$ cat src/rtl/shifter.sv
// rtl/shifter.sv - 32-bit registered barrel shifter (pass, SLL, SRA, SRL)
module shifter (
   input  logic        clk,
   input  logic        reset,
   output logic [31:0] out,
   input  logic [31:0] A,
   input  logic [31:0] B,
   input  logic        ctl0,
   input  logic        ctl1
);

   logic [1:0]  op;
   logic [4:0]  amt;
   logic        right;
   logic        fill;
   logic [31:0] rev_a;
   logic [31:0] st0;
   logic [31:0] st1;
   logic [31:0] st2;
   logic [31:0] st3;
   logic [31:0] st4;
   logic [31:0] shifted;
   logic [31:0] rev_out;
   logic [31:0] result;
   logic        unused_b_hi;

   assign op          = {ctl1, ctl0};
   assign amt         = B[4:0];
   assign unused_b_hi = ^B[31:5];

   // Right shifts reuse the left shifter on a bit-reversed operand; only SRA fills with the sign.
   assign right = ctl1;
   assign fill  = (op == 2'b10) ? A[31] : 1'b0;

   // Bit-reverse the operand for right shifts.
   always_comb begin
      rev_a = '0;
      for (int i = 0; i < 32; i++) begin
         rev_a[i] = A[31 - i];
      end
   end

   // Five cascaded left-shift stages by 1, 2, 4, 8 and 16, each enabled by one amount bit.
   always_comb begin
      st0     = right ? rev_a : A;
      st1     = amt[0] ? {st0[30:0], fill}          : st0;
      st2     = amt[1] ? {st1[29:0], {2{fill}}}     : st1;
      st3     = amt[2] ? {st2[27:0], {4{fill}}}     : st2;
      st4     = amt[3] ? {st3[23:0], {8{fill}}}     : st3;
      shifted = amt[4] ? {st4[15:0], {16{fill}}}    : st4;
   end

   // Undo the reversal for right shifts and pick the final result.
   always_comb begin
      rev_out = '0;
      for (int i = 0; i < 32; i++) begin
         rev_out[i] = shifted[31 - i];
      end
      result = A;
      if (op != 2'b00) begin
         result = right ? rev_out : shifted;
      end
   end

   // Output register; asynchronous reset clears it immediately.
   always_ff @(posedge clk or posedge reset) begin
      if (reset) begin
         out <= '0;
      end else begin
         out <= result;
      end
   end

endmodule

$ cat config.mk
export PLATFORM = sky130hd
export DESIGN_NAME = shifter
export DESIGN_NICKNAME = d
export VERILOG_FILES = /design/src/rtl/shifter.sv
export SDC_FILE = /design/constraint.sdc
export NUM_CORES = 1
export LEC_CHECK = 0
export ABC_AREA = 1
export CAP_MARGIN = 20
export CORE_MARGIN = 2
export CORE_UTILIZATION = 40
export DETAILED_ROUTE_END_ITERATION = 12
export PLACE_DENSITY = 0.72
export SYNTH_ARGS = -nofsm -noshare
export SYNTH_HDL_FRONTEND = slang
export SYNTH_SLANG_ARGS = --single-unit
export TNS_END_PERCENT = 5
$ cat constraint.sdc
create_clock -name clk -period 0.8 [get_ports clk]
set_clock_uncertainty 0.15 [all_clocks]
set_input_delay 0.08 -clock clk [delete_from_list [all_inputs] [get_ports clk]]
set_output_delay 0.08 -clock clk [all_outputs]
set_load 0.01 [all_outputs]
==> flow_summary.yaml <==
sta:
  fin_hold_ws_ps: -5.04
  timing.fmax_ghz: 0.736
  final-setup-viol-count: 64
  tightestPinTransition_ps: 269
  min_period_over_period_pct: 170
  drv_slew: 0
  relSlewSlack_pct: 82.1
  min_period_ps: 1360
  grt_setup_unrepaired: "true"
  finalHoldViolCount: 6
  setup_slack_ps: -559
drt:
  drcViolationCount: 0
  avgRoutedWirePerCell_um: 23.0
  vias: 5629
  drtPass1Iterations: 5
  routed_wl_mm: 19.5
  postRouteAntennaNets: 0
  via_per_inst: 6.65
  first_iter_violations: 739
placement:
  placed_cell_area_um2: 4830
  dp.cells: 816
  place_hpwl_mm: 11.2
  portBuffers: 72
  place.gp.congestion: 1.01
global_routing:
  grt_max_degree: 34
  grt_pass1_vias: 5426
  grt_antenna_before_repair: 0
  grt.overflow.total: 0
  grt_pass1_wl_mm: 28.4
  track_usage_pct: 37.5
power_and_ir_drop:
  p_leak_nw: 3.16
  power.total_mw: 7.02
  peakVddDrop_uv: 517
  p_per_area_nw_per_um2: 1090
finish:
  antennaDiodeCount: 0
  utilization_pct: 75.2
  area_growth_pct: 85.0
  final_common_cell: "nand3_2"
  fin_nets: 807
  fin_cells: 847
  largest_reg_flops: 32
  layout_common_cells: "154 x nand3_2, 142 x nand2_1, 138 x nand3_1"
  reg.largest.list: "out x32"
  drive_above_1_share_pct: 52.4
  regMostFlops: "out"
  final_area_um2: 6460
  nFillCells: 627
floorplan:
  pin_count: 100
  initial_utilization_pct: 40.7
  dieArea_um2: 9500
  placementRows: 34
  die_h_um: 97.5
  core-area_um2: 8590
  die_w_um: 97.5
yosys:
  syn_area_per_cell_um2: 5.61
  yosysSeqAreaShare_pct: 22.9
  ys_types: 16
  syn-cell-area_um2: 3490
  synthesis.nets: 691
  ys_ff_latch: 32
  yosysWarningCount: 0
  synthCells: 623
setup_path:
  arrival_ps: 1370
  crit_family: "simple AND/OR/NAND/NOR gates"
  cp_max_fo: 10
  crit_chain: "buf_12, inv_8, buf_16, nand2_4, nand3_2, nand3_2, nand3_2, nand3_2, nand2_2, nand2_1, nand2_1, nand2_1, nand3_1"
  crit_type: "input port to register"
  cp_num_buf_inv: 3
  cpMaxStageDelayCell: "buf_16"
  worstSetupEndpointType: "register"
  crit_top_cell: "nand3_2"
  critPathRequiredTime_ps: 810
  cp-start-kind: "input port"
  slowest_delay_ps: 150
clock_tree:
  cts_max_level: 2
  cts_max_path_buffers: 2
  cts_sinks: 32
  root_buffer: "clkbuf_8"
  cts_tree: "done"
  clk_pin_slew_ps: 70
  numCtsBuffers: 5
flow_run:
  max_cap_viol_count: 0
hold_path:
  hp-class: "input port to asynchronous set/reset pin"
run_status:
  violations: "negative hold slack, negative setup slack"
  outcome: "complete, but fails checks"
## layer usage
layer / track usage, % / routed length (µm) / vias up
li1: - / - / 2394
met1: 48.5 / 7050 / 2616
met2: 60.5 / 8810 / 468
met3: 6.04 / 2180 / 151
met4: 19.4 / 1440 / 0
met5: 0 / 0 / -
## area by class of cell
class                      instances  area [µm²]  area share [%]
clock buffer                       6        72.6            1.12
clock inverter                     1        5.00          0.0774
inverter                          12        76.3            1.18
multi-input combinational        531        3720            57.6
sequential                        32         801            12.4
tap                              108         135            2.09
timing repair buffer             155        1620            25.0
timing repair inverter             2        36.3           0.561
## cell families after synthesis
family                 count (synthesis)  synth area share [%]
AO/OA/AOI/OAI                          4                 0.752
buffers and inverters                 60                  8.02
AND/OR/NAND/NOR                      527                  68.3
flip-flops                            32                  22.9
## stage by stage
step,setup WS [ps],TNS (ps)
floorplan,-483,-18990
detailed placement,-1350,-48990
global placement,-1330,-48200
CTS,-408,-19170
global route,-597,-25080
finish,-559,-22930
## worst paths after layout
path / end / start / slack, ps / cells after the start
max in group asynchronous: out[8] / reset / 360 / 3
min in group clk: out[14] / A[14] / 90 / 4
min: out[20] / reset / -5 / 3
max: out[17] / ctl1 / -560 / 13
## worst min-delay path, delay by kind of cell
kind	cells	cell delay [ps]
buffers and inverters	3	690
## power by group
part | total [mW] | switching, mW | internal (mW)
clock | 1.14 | 0.548 | 0.590
combinational | 4.02 | 2.45 | 1.57
sequential | 1.86 | 0.0533 | 1.80
## synth_stat cells
library cell,n,area [µm²]
nand3_1,314,1570
nand2_1,207,777
dfrtp_1,32,801
buf_2,20,100
buf_1,11,41.3
clkbuf_1,11,41.3
inv_1,10,37.5
buf_4,4,30.0
nor2_1,3,11.3
buf_6,2,22.5
inv_2,2,7.51
nand3_2,2,20.0
o211ai_1,2,15.0
nand4_1,1,6.26
o21ai_0,1,5.00
o22ai_1,1,6.26
## what timing repair did
item | in CTS | in global routing
pin swaps | 41 | 13
endpoints found under the hold margin | 2 | 0
setup endpoints to repair | 64 | 64
cloned | 12 | 0
buffers inserted | 9 | 3
gates resized for setup | 468 | 42
No activity file was read; power rests on OpenSTA's default activity.
